## config.mk

```make
export PLATFORM = sky130hd
export DESIGN_NAME = interp_mu_sequencer_flat
export DESIGN_NICKNAME = d
export VERILOG_FILES = /design/src/rtl/interp_mu_sequencer_if.sv /design/src/rtl/interp_mu_sequencer.sv /design/src/flat_wrapper.sv
export SDC_FILE = /design/constraint.sdc
export NUM_CORES = 1
export LEC_CHECK = 0
export CAP_MARGIN = 20
export CORE_MARGIN = 3
export CORE_UTILIZATION = 30
export CTS_BUF_LIST = sky130_fd_sc_hd__clkbuf_4 sky130_fd_sc_hd__clkbuf_8
export CTS_CLUSTER_DIAMETER = 150
export CTS_CLUSTER_SIZE = 30
export DETAILED_ROUTE_END_ITERATION = 12
export GPL_ROUTABILITY_DRIVEN = 0
export PLACE_DENSITY = 0.53
export SYNTH_ARGS = -nofsm -noshare
export SYNTH_HDL_FRONTEND = slang
export SYNTH_SLANG_ARGS = --single-unit
```

## constraint.sdc

```tcl
create_clock -name clk -period 4.2 [get_ports clk]
set_input_delay 0.42 -clock clk [delete_from_list [all_inputs] [get_ports clk]]
set_output_delay 0.42 -clock clk [all_outputs]
set_load 0.01 [all_outputs]
```

## src/rtl/interp_mu_sequencer_if.sv

```systemverilog
// rtl/interp_mu_sequencer_if.sv - upstream sample handshake between sample source and mu sequencer
interface interp_mu_sequencer_if;
   logic in_valid;
   logic in_ready;
   logic load_x;

   modport master (output in_valid, input in_ready, input load_x);
   modport slave  (input in_valid, output in_ready, output load_x);
endinterface

```

## src/rtl/interp_mu_sequencer.sv

```systemverilog
// rtl/interp_mu_sequencer.sv - NCO phase/mu generator and delay-line shift control for the cubic Farrow interpolator
module interp_mu_sequencer #(
   parameter int DATA_WIDTH = 19,
   parameter int PH_W       = 16,
   parameter int TAPS       = 4,
   parameter int PIPE_LAT   = 2
) (
   input  logic                  clk,
   input  logic                  rst_n,
   input  logic                  enable,
   input  logic [PH_W-1:0]       step,
   interp_mu_sequencer_if.slave  up,
   output logic [DATA_WIDTH-1:0] mu,
   output logic [PH_W-1:0]       mu_fx,
   output logic                  mu_valid,
   output logic                  out_valid,
   output logic                  busy,
   output logic [15:0]           stall_cnt
);

   localparam int FW = $clog2(TAPS + 1);
   localparam int IW = $clog2(PH_W);
   localparam int MW = DATA_WIDTH - 9;

   typedef enum logic [1:0] {IDLE, FILL, RUN, STALL} state_t;

   state_t              state, state_next;
   logic [PH_W-1:0]     phase, phase_next;
   logic [PH_W-1:0]     step_q, step_next;
   logic [FW-1:0]       fill_cnt, fill_next;
   logic [15:0]         stall_next;
   logic [PH_W:0]       sum;
   logic                carry;
   logic                ready;
   logic [PIPE_LAT-1:0] ov_pipe;

   // Normalise the Q0.PH_W phase so its MSB lands at the top, then take the bits below it as mantissa.
   function automatic logic [DATA_WIDTH-1:0] fx2fl(input logic [PH_W-1:0] p);
      logic [IW-1:0]   msb;
      logic [PH_W-1:0] norm;
      logic [7:0]      expo;
      msb = '0;
      for (int i = 0; i < PH_W; i++) begin
         if (p[i]) msb = IW'(i);
      end
      norm = p << (IW'(PH_W - 1) - msb);
      expo = 8'(127 - PH_W) + 8'(msb);
      if (p == '0) return '0;
      return {1'b0, expo, norm[PH_W-2 -: MW]};
   endfunction

   assign sum   = {1'b0, phase} + {1'b0, step_q};
   assign carry = sum[PH_W];

   always_comb begin
      state_next = state;
      phase_next = phase;
      step_next  = step_q;
      fill_next  = fill_cnt;
      stall_next = stall_cnt;
      ready      = 1'b0;
      if (!enable) begin
         state_next = IDLE;
         phase_next = '0;
         fill_next  = '0;
      end else begin
         case (state)
            IDLE: begin
               state_next = FILL;
               phase_next = '0;
               step_next  = step;
               fill_next  = '0;
               stall_next = '0;
            end
            FILL: begin
               ready = 1'b1;
               if (up.in_valid) begin
                  if (fill_cnt == FW'(TAPS - 1)) begin
                     state_next = RUN;
                     phase_next = '0;
                     fill_next  = '0;
                  end else begin
                     fill_next = fill_cnt + 1'b1;
                  end
               end
            end
            RUN: begin
               // A carry means mu has wrapped past 1: the delay line must shift before mu can be used.
               ready = carry;
               if (!carry || up.in_valid) begin
                  phase_next = sum[PH_W-1:0];
               end else begin
                  state_next = STALL;
                  if (stall_cnt != 16'hFFFF) stall_next = stall_cnt + 1'b1;
               end
            end
            STALL: begin
               ready = 1'b1;
               if (up.in_valid) begin
                  phase_next = sum[PH_W-1:0];
                  state_next = RUN;
               end
            end
            default: state_next = IDLE;
         endcase
      end
   end

   assign up.in_ready = ready & rst_n;
   assign up.load_x   = up.in_valid & up.in_ready;
   assign busy        = (state != IDLE);
   assign out_valid   = ov_pipe[PIPE_LAT-1];

   always_ff @(posedge clk) begin
      if (!rst_n) begin
         state     <= IDLE;
         phase     <= '0;
         step_q    <= '0;
         fill_cnt  <= '0;
         stall_cnt <= '0;
         mu        <= '0;
         mu_fx     <= '0;
         mu_valid  <= 1'b0;
         ov_pipe   <= '0;
      end else begin
         state     <= state_next;
         phase     <= phase_next;
         step_q    <= step_next;
         fill_cnt  <= fill_next;
         stall_cnt <= stall_next;
         mu_fx     <= phase_next;
         mu        <= fx2fl(phase_next);
         mu_valid  <= (state_next == RUN);
         ov_pipe[0] <= mu_valid;
         for (int i = 1; i < PIPE_LAT; i++) ov_pipe[i] <= ov_pipe[i-1];
      end
   end

endmodule

```

## src/flat_wrapper.sv

```systemverilog
// flat-port wrapper written by rule: the top's interface ports become plain ports
module interp_mu_sequencer_flat 
#(
   parameter int DATA_WIDTH = 19,
   parameter int PH_W       = 16,
   parameter int TAPS       = 4,
   parameter int PIPE_LAT   = 2
)
  (clk, rst_n, enable, step, mu, mu_fx, mu_valid, out_valid, busy, stall_cnt, up_in_valid, up_in_ready, up_load_x);
  interp_mu_sequencer_if up_i ();
  input  logic clk;
  input  logic rst_n;
  input  logic enable;
  input  logic [PH_W-1:0] step;
  output logic [DATA_WIDTH-1:0] mu;
  output logic [PH_W-1:0] mu_fx;
  output logic mu_valid;
  output logic out_valid;
  output logic busy;
  output logic [15:0] stall_cnt;
  input wire logic [$bits(up_i.in_valid)-1:0] up_in_valid;
  output wire logic [$bits(up_i.in_ready)-1:0] up_in_ready;
  output wire logic [$bits(up_i.load_x)-1:0] up_load_x;
  assign up_i.in_valid = up_in_valid;
  assign up_in_ready = up_i.in_ready;
  assign up_load_x = up_i.load_x;
  interp_mu_sequencer #(.DATA_WIDTH(DATA_WIDTH), .PH_W(PH_W), .TAPS(TAPS), .PIPE_LAT(PIPE_LAT)) u_core (.clk(clk), .rst_n(rst_n), .enable(enable), .step(step), .up(up_i), .mu(mu), .mu_fx(mu_fx), .mu_valid(mu_valid), .out_valid(out_valid), .busy(busy), .stall_cnt(stall_cnt));
endmodule
```

# [Yosys cells after proc, flatten, opt, wreduce, memory -nomap -nowiden]
# Index checks and enable logic that the tools add are counted.
[word_totals] regBits=74 wordCells=77
[op_classes] add_sub_neg=5 eq_ne=9 shifts=1 mux=40 bitwise=2 reduce_logical=12
[ops] cell="2-to-1 mux 16 bit" count=7
[ops] cell="case mux 16 bit (4 select lines)" count=1
[ops] cell="2-to-1 mux 18 bit" count=2
[ops] cell="2-to-1 mux 4 bit" count=9
[ops] cell="case mux 16 bit (2 select lines)" count=1
[ops] cell="2-to-1 mux 3 bit" count=6
[ops] cell="adder 16 x 16 -> 17 bit" count=1
[ops] cell="adder 16 x 1 -> 16 bit (second input constant)" count=1
[ops] cell="logical NOT 16 bit" count=1
[ops] cell="inequality test 16 bit (second input constant)" count=1
[ops] cell="<< shifter 16 x 4 -> 15 bit" count=1
[ops] cell="2-to-1 mux 2 bit" count=7
[ops] cell="adder 7 x 4 -> 8 bit (first input constant)" count=1
[ops] cell="case mux 2 bit (4 select lines)" count=1
[ops] cell="== test 2 bit (second input constant)" count=3
[ops] cell="case mux 3 bit (2 select lines)" count=1
[ops] cell="AND reduction 2 bit" count=3
[ops] cell="nonzero test 2 bit" count=3
[ops] cell="2-to-1 mux 1 bit" count=4
[ops] cell="inequality test 2 bit (second input constant)" count=2
[ops] cell="AND reduction 4 bit" count=1
[ops] cell="subtractor 4 bit (first input constant)" count=1
[ops] cell="adder 3 x 1 -> 3 bit (second input constant)" count=1
[ops] cell="== test 3 x 2 -> 1 bit (second input constant)" count=1
[ops] cell="other kinds (8)" count=9

# [Longest topological paths before layout]
[logic_depth] ltp_word=25 depth_mapped=19

# [Worst setup path before layout]
# No wires, ideal clock.
[synth_path] path_kind="register to register" startpoint="register, netlist name u_core.mu_fx[0]" endpoint="register u_core.mu[7]" t_arrival_ns=4.212 required_time_ns=4.066 slack_ns=-0.146 path_stages_with_launch=18 path_cell_list="dfxtp_1 > ha_1 > inv_1 > fa_1 > nand2b_1 > a2111oi_4 > nor3_2 > or4_4 > and3b_1 > buf_6 > a32oi_2 > nand2_1 > a2111oi_0 > o21ai_1 > inv_2 > mux2i_1 > nor3_1 > or4_1"
[synth_lines] item="to (signal assigned)" line="interp_mu_sequencer.sv:132" rtl="mu <= fx2fl(phase_next);"
[synth_lines] item="to (decl)" line="interp_mu_sequencer.sv:13" rtl="output logic [DATA_WIDTH-1:0] mu,"

==> flow_summary_export.csv <==
group,metric,value,unit
sta,final-hold-violation-count,0,
die,core,0.0153,mm^2
place,portBuffers,73,
sta,finalCritPeriodShare,101,%
cts,cts_tree,"yes",
worst_setup_path,required,4450,ps
grt,grt_antenna_before_repair,0,
cts,insertion_delay,380,ps
power,comb_power_share,9.2,%
power,clockPowerShare,40.6,%
synth,ys_seq_area_share,30.8,%
synth,syn_avg_cell_area,8.10,um^2
cts,numCtsBuffers,9,
synth,synth_edf_count,0,
power,cell_internal_pwr,0.00102,W
sta,layout_min_cycle_time,4230,ps
worst_setup_path,critical_path.top_delay_family,"simple AND/OR/NAND/NOR gates",
worst_setup_path,worstSetupPathType,"flop to flop",
drt,wl,15700,um
final_layout,layout.nets,780,
die,start_util,30.7,%
grt,grt_pass1_vias,4673,
sta,fin_tns_setup,-25.2,ps
worst_setup_path,worstSetupStartpointType,"flop",
drt,ant_nets,0,
sta,finClkSkew,13.1,ps
synth,synth-seq-cells,72,
drt,vias,5013,
worst_setup_path,max_stage_delay,520,ps
sta,worstMarginPinSlew,827,ps
power,power_density,203,mW/mm^2
worst_setup_path,crit_arrival,4480,ps
synth,yosys_warnings,0,
worst_setup_path,path_cells,"ha_4 > inv_2 > fa_2 > nand2b_4 > a2111oi_4 > nor3_2 > or4_4 > and3b_2 > a221oi_4 > nor3b_2 > o31ai_4 > nor3b_4 > mux2i_2 > mux2i_2 > nor3_1 > or4_1",
final_layout,drive_gt1_share,26.3,%
worst_setup_path,path_max_fanout,5,
power,switching_share,26.6,%
final_layout,area.sequential,0.00144,mm^2
die,fp.dieH,131,um
drt,drc,0,
worst_setup_path,path_buf_inv,1,
power,seq_power_share,50.2,%
place,hpwl,11900,um
sta,relSlewSlack,44.2,%
die,rows,45,
drt,drt-pass1-iter-count,5,
worst_setup_path,endpoint_kind,"flop",
status,failed_checks,"negative setup slack",
worst_hold_path,hold_depth,1,
status,run_status,"complete, but fails checks",
drt,drtIter0Drc,360,
final_layout,fin_area,0.00685,mm^2
final_layout,synthToLayoutAreaGrowth,46.4,%
worst_hold_path,hold_class,"flop to flop",
die,die_w,131,um
cts,cts.sinks,72,
cts,clockRootBuffer,"clkbuf_8",
synth,synth.area.top_cells,"dfxtp_1, nand2_1, mux2i_1",
run,drv_cap,0,
grt,grt_usage,17.9,%
synth,yosys.area.top_type,"dfxtp_1",
synth,netlist_area,0.00468,mm^2
power,leakagePower,2.74,nW
worst_setup_path,critPathSlowestCell,"or4_1",
grt,grt-ovfl-total,0,
die,pin_count,76,
final_layout,antenna_cells,0,
die,die_area,0.0171,mm^2
grt,grt_start_max_net_pins,29,
cts,cts.path.max_buffers,2,
drt,routed_via_density,5.24,
worst_setup_path,cpMostUsedCell,"mux2i_2",
power,p_switching,0.000370,W
cts,ctsHoldBuffers,0,
cts,htreeDepth,3,
cts,clkTransAtPathRegs,80,ps
sta,setup_viol,1,
worst_setup_path,path_depth,16,
final_layout,multi_input_area,0.00334,mm^2
grt,grt_pass1_wl,24000,um
sta,max_freq,0.237,GHz
final_layout,n_fill_cell,1526,
place,placed_cell_area,0.00621,mm^2
worst_setup_path,reg2reg_depth,16,
sta,drv_slew,0,
synth,ys.flop_type,"dfxtp_1",
synth,syn_inst,578,
drt,wl_per_cell,16.4,um
sta,fin_ws,-25.2,ps
synth,synth_top_area_share,30.8,%
synth,ys_types,84,
sta,rsz0062_at_grt,"yes",
power,ir_drop,0.150,mV
synth,synth-async-reset-ratio,0,%
-- logic make-up (layout without fill, tap and decap cells) --
family / after synthesis / after routing / share of synthesized area, %
buf+inv: 41 / 207 / 4.09
mux: 27 / 27 / 5.93
other cells: 1 / 2 / 0.0801
compound gates: 164 / 164 / 25.3
flops: 72 / 72 / 30.8
fa+ha+maj: 20 / 20 / 5.50
xor+xnor: 19 / 19 / 3.55
simple gates: 234 / 234 / 24.7
-- power by group through the flow --
stage	logic, W	clock network (W)	registers [W]
floorplan	0.0000700	0	0.000711
finish	0.000128	0.000565	0.000698
global placement	0.000119	0	0.000714
CTS	0.000121	0.000583	0.000698
detailed placement	0.000120	0	0.000714
global route	0.000141	0.000608	0.000700
-- layout by cell type (no fill, tap or decap), types with 5 or more instances in the layout --
cell             count
ha_1                17
o22ai_1              8
o21ai_2              6
dfxtp_1             70
nor2_1              55
xnor2_1              7
and2_1              16
and3_1               6
o21ai_0             16
xor2_1              12
or3_1                8
a21oi_1             44
clkbuf_8             9
nand3_1             13
o21ai_1              7
clkdlybuf4s50_1     73
or2_2                5
o21a_1               7
mux2i_1             16
mux2i_2              6
inv_1               12
a22oi_1              9
nand4_1              9
nor3_1              15
buf_6                7
nand2_1             71
buf_4               95
-- cell usage after synthesis (3+ instances only) --
cell	number
nand3_1	14
nor2b_1	5
a211oi_1	5
o31ai_1	3
or2_2	6
o21a_1	7
or3_1	9
ha_1	19
buf_2	6
o211ai_1	4
and2_1	17
mux2i_1	24
o311ai_0	3
buf_4	4
dfxtp_1	72
nand2b_1	5
o22ai_1	8
a2111oi_0	3
a21o_1	4
nor3_1	17
o21ai_0	21
xor2_1	12
a22oi_1	9
nand2_1	72
o21ai_1	7
inv_1	13
clkbuf_1	13
xnor2_1	7
nand4_1	9
a21oi_1	44
nor2_1	55
a31oi_1	5
and3_1	6
o22a_1	4
-- worst paths after layout --
kind	from	end	slack, ps
setup / recovery	u_core.mu_fx[0]	u_core.mu[7]	-30
hold / removal	u_core.ov_pipe[0]	u_core.ov_pipe[1]	440
setup reg to reg	u_core.mu_fx[0]	u_core.mu[7]	-30
hold reg to reg	u_core.ov_pipe[0]	u_core.ov_pipe[1]	440
-- repair_timing --
| action | in CTS | in global routing |
|---|---|---|
| resized for setup | 7 | 66 |
| setup buffers | 4 | 17 |
| pin swaps | 4 | 20 |
| setup endpoints to repair | 9 | 15 |
-- stage by stage --
step / utilization, % / power, W / std cells / setup slack [ps] / hold slack (ps)
after floorplan: - / 0.000781 / 579 / 26.5 / 412
after global routing: 44.9 / 0.00145 / 956 / -205 / 480
after detailed placement: 40.7 / 0.000835 / 920 / -99.7 / 427
after CTS: 42.4 / 0.00140 / 940 / 4.85 / 446
final: 44.9 / 0.00139 / 956 / -25.2 / 441
after global placement: 40.7 / 0.000833 / 920 / -37.0 / 420
-- area by class of cell --
cell class / instances / area share, %
inverter: 14 / 0.767
sequential: 72 / 21.1
tap: 211 / 3.85
multi-input combinational: 466 / 48.8
clock buffer: 9 / 1.81
timing repair buffer: 177 / 22.7
clock inverter: 7 / 1.02
-- per-layer routing --
metal | GRT usage [%] | vias to the layer above | share of wire, %
met2 | 30.6 | 152 | 49
met5 | 0 | - | 0
li1 | - | 2436 | -
met1 | 22.7 | 2389 | 44
met4 | 6.05 | 0 | 2.2
met3 | 3.25 | 36 | 4.9
-- sequential cells by signal, summed over array words and instances (netlist names) --
| register | cells |
|---|---|
| u_core.state | 2 |
| u_core.stall_cnt | 16 |
| u_core.ov_pipe | 2 |
| u_core.step_q | 16 |
| u_core.mu_valid | 1 |
| u_core.mu | 16 |
| u_core.fill_cnt | 3 |
| u_core.mu_fx | 16 |
Power figures use the tool's default switching activity.
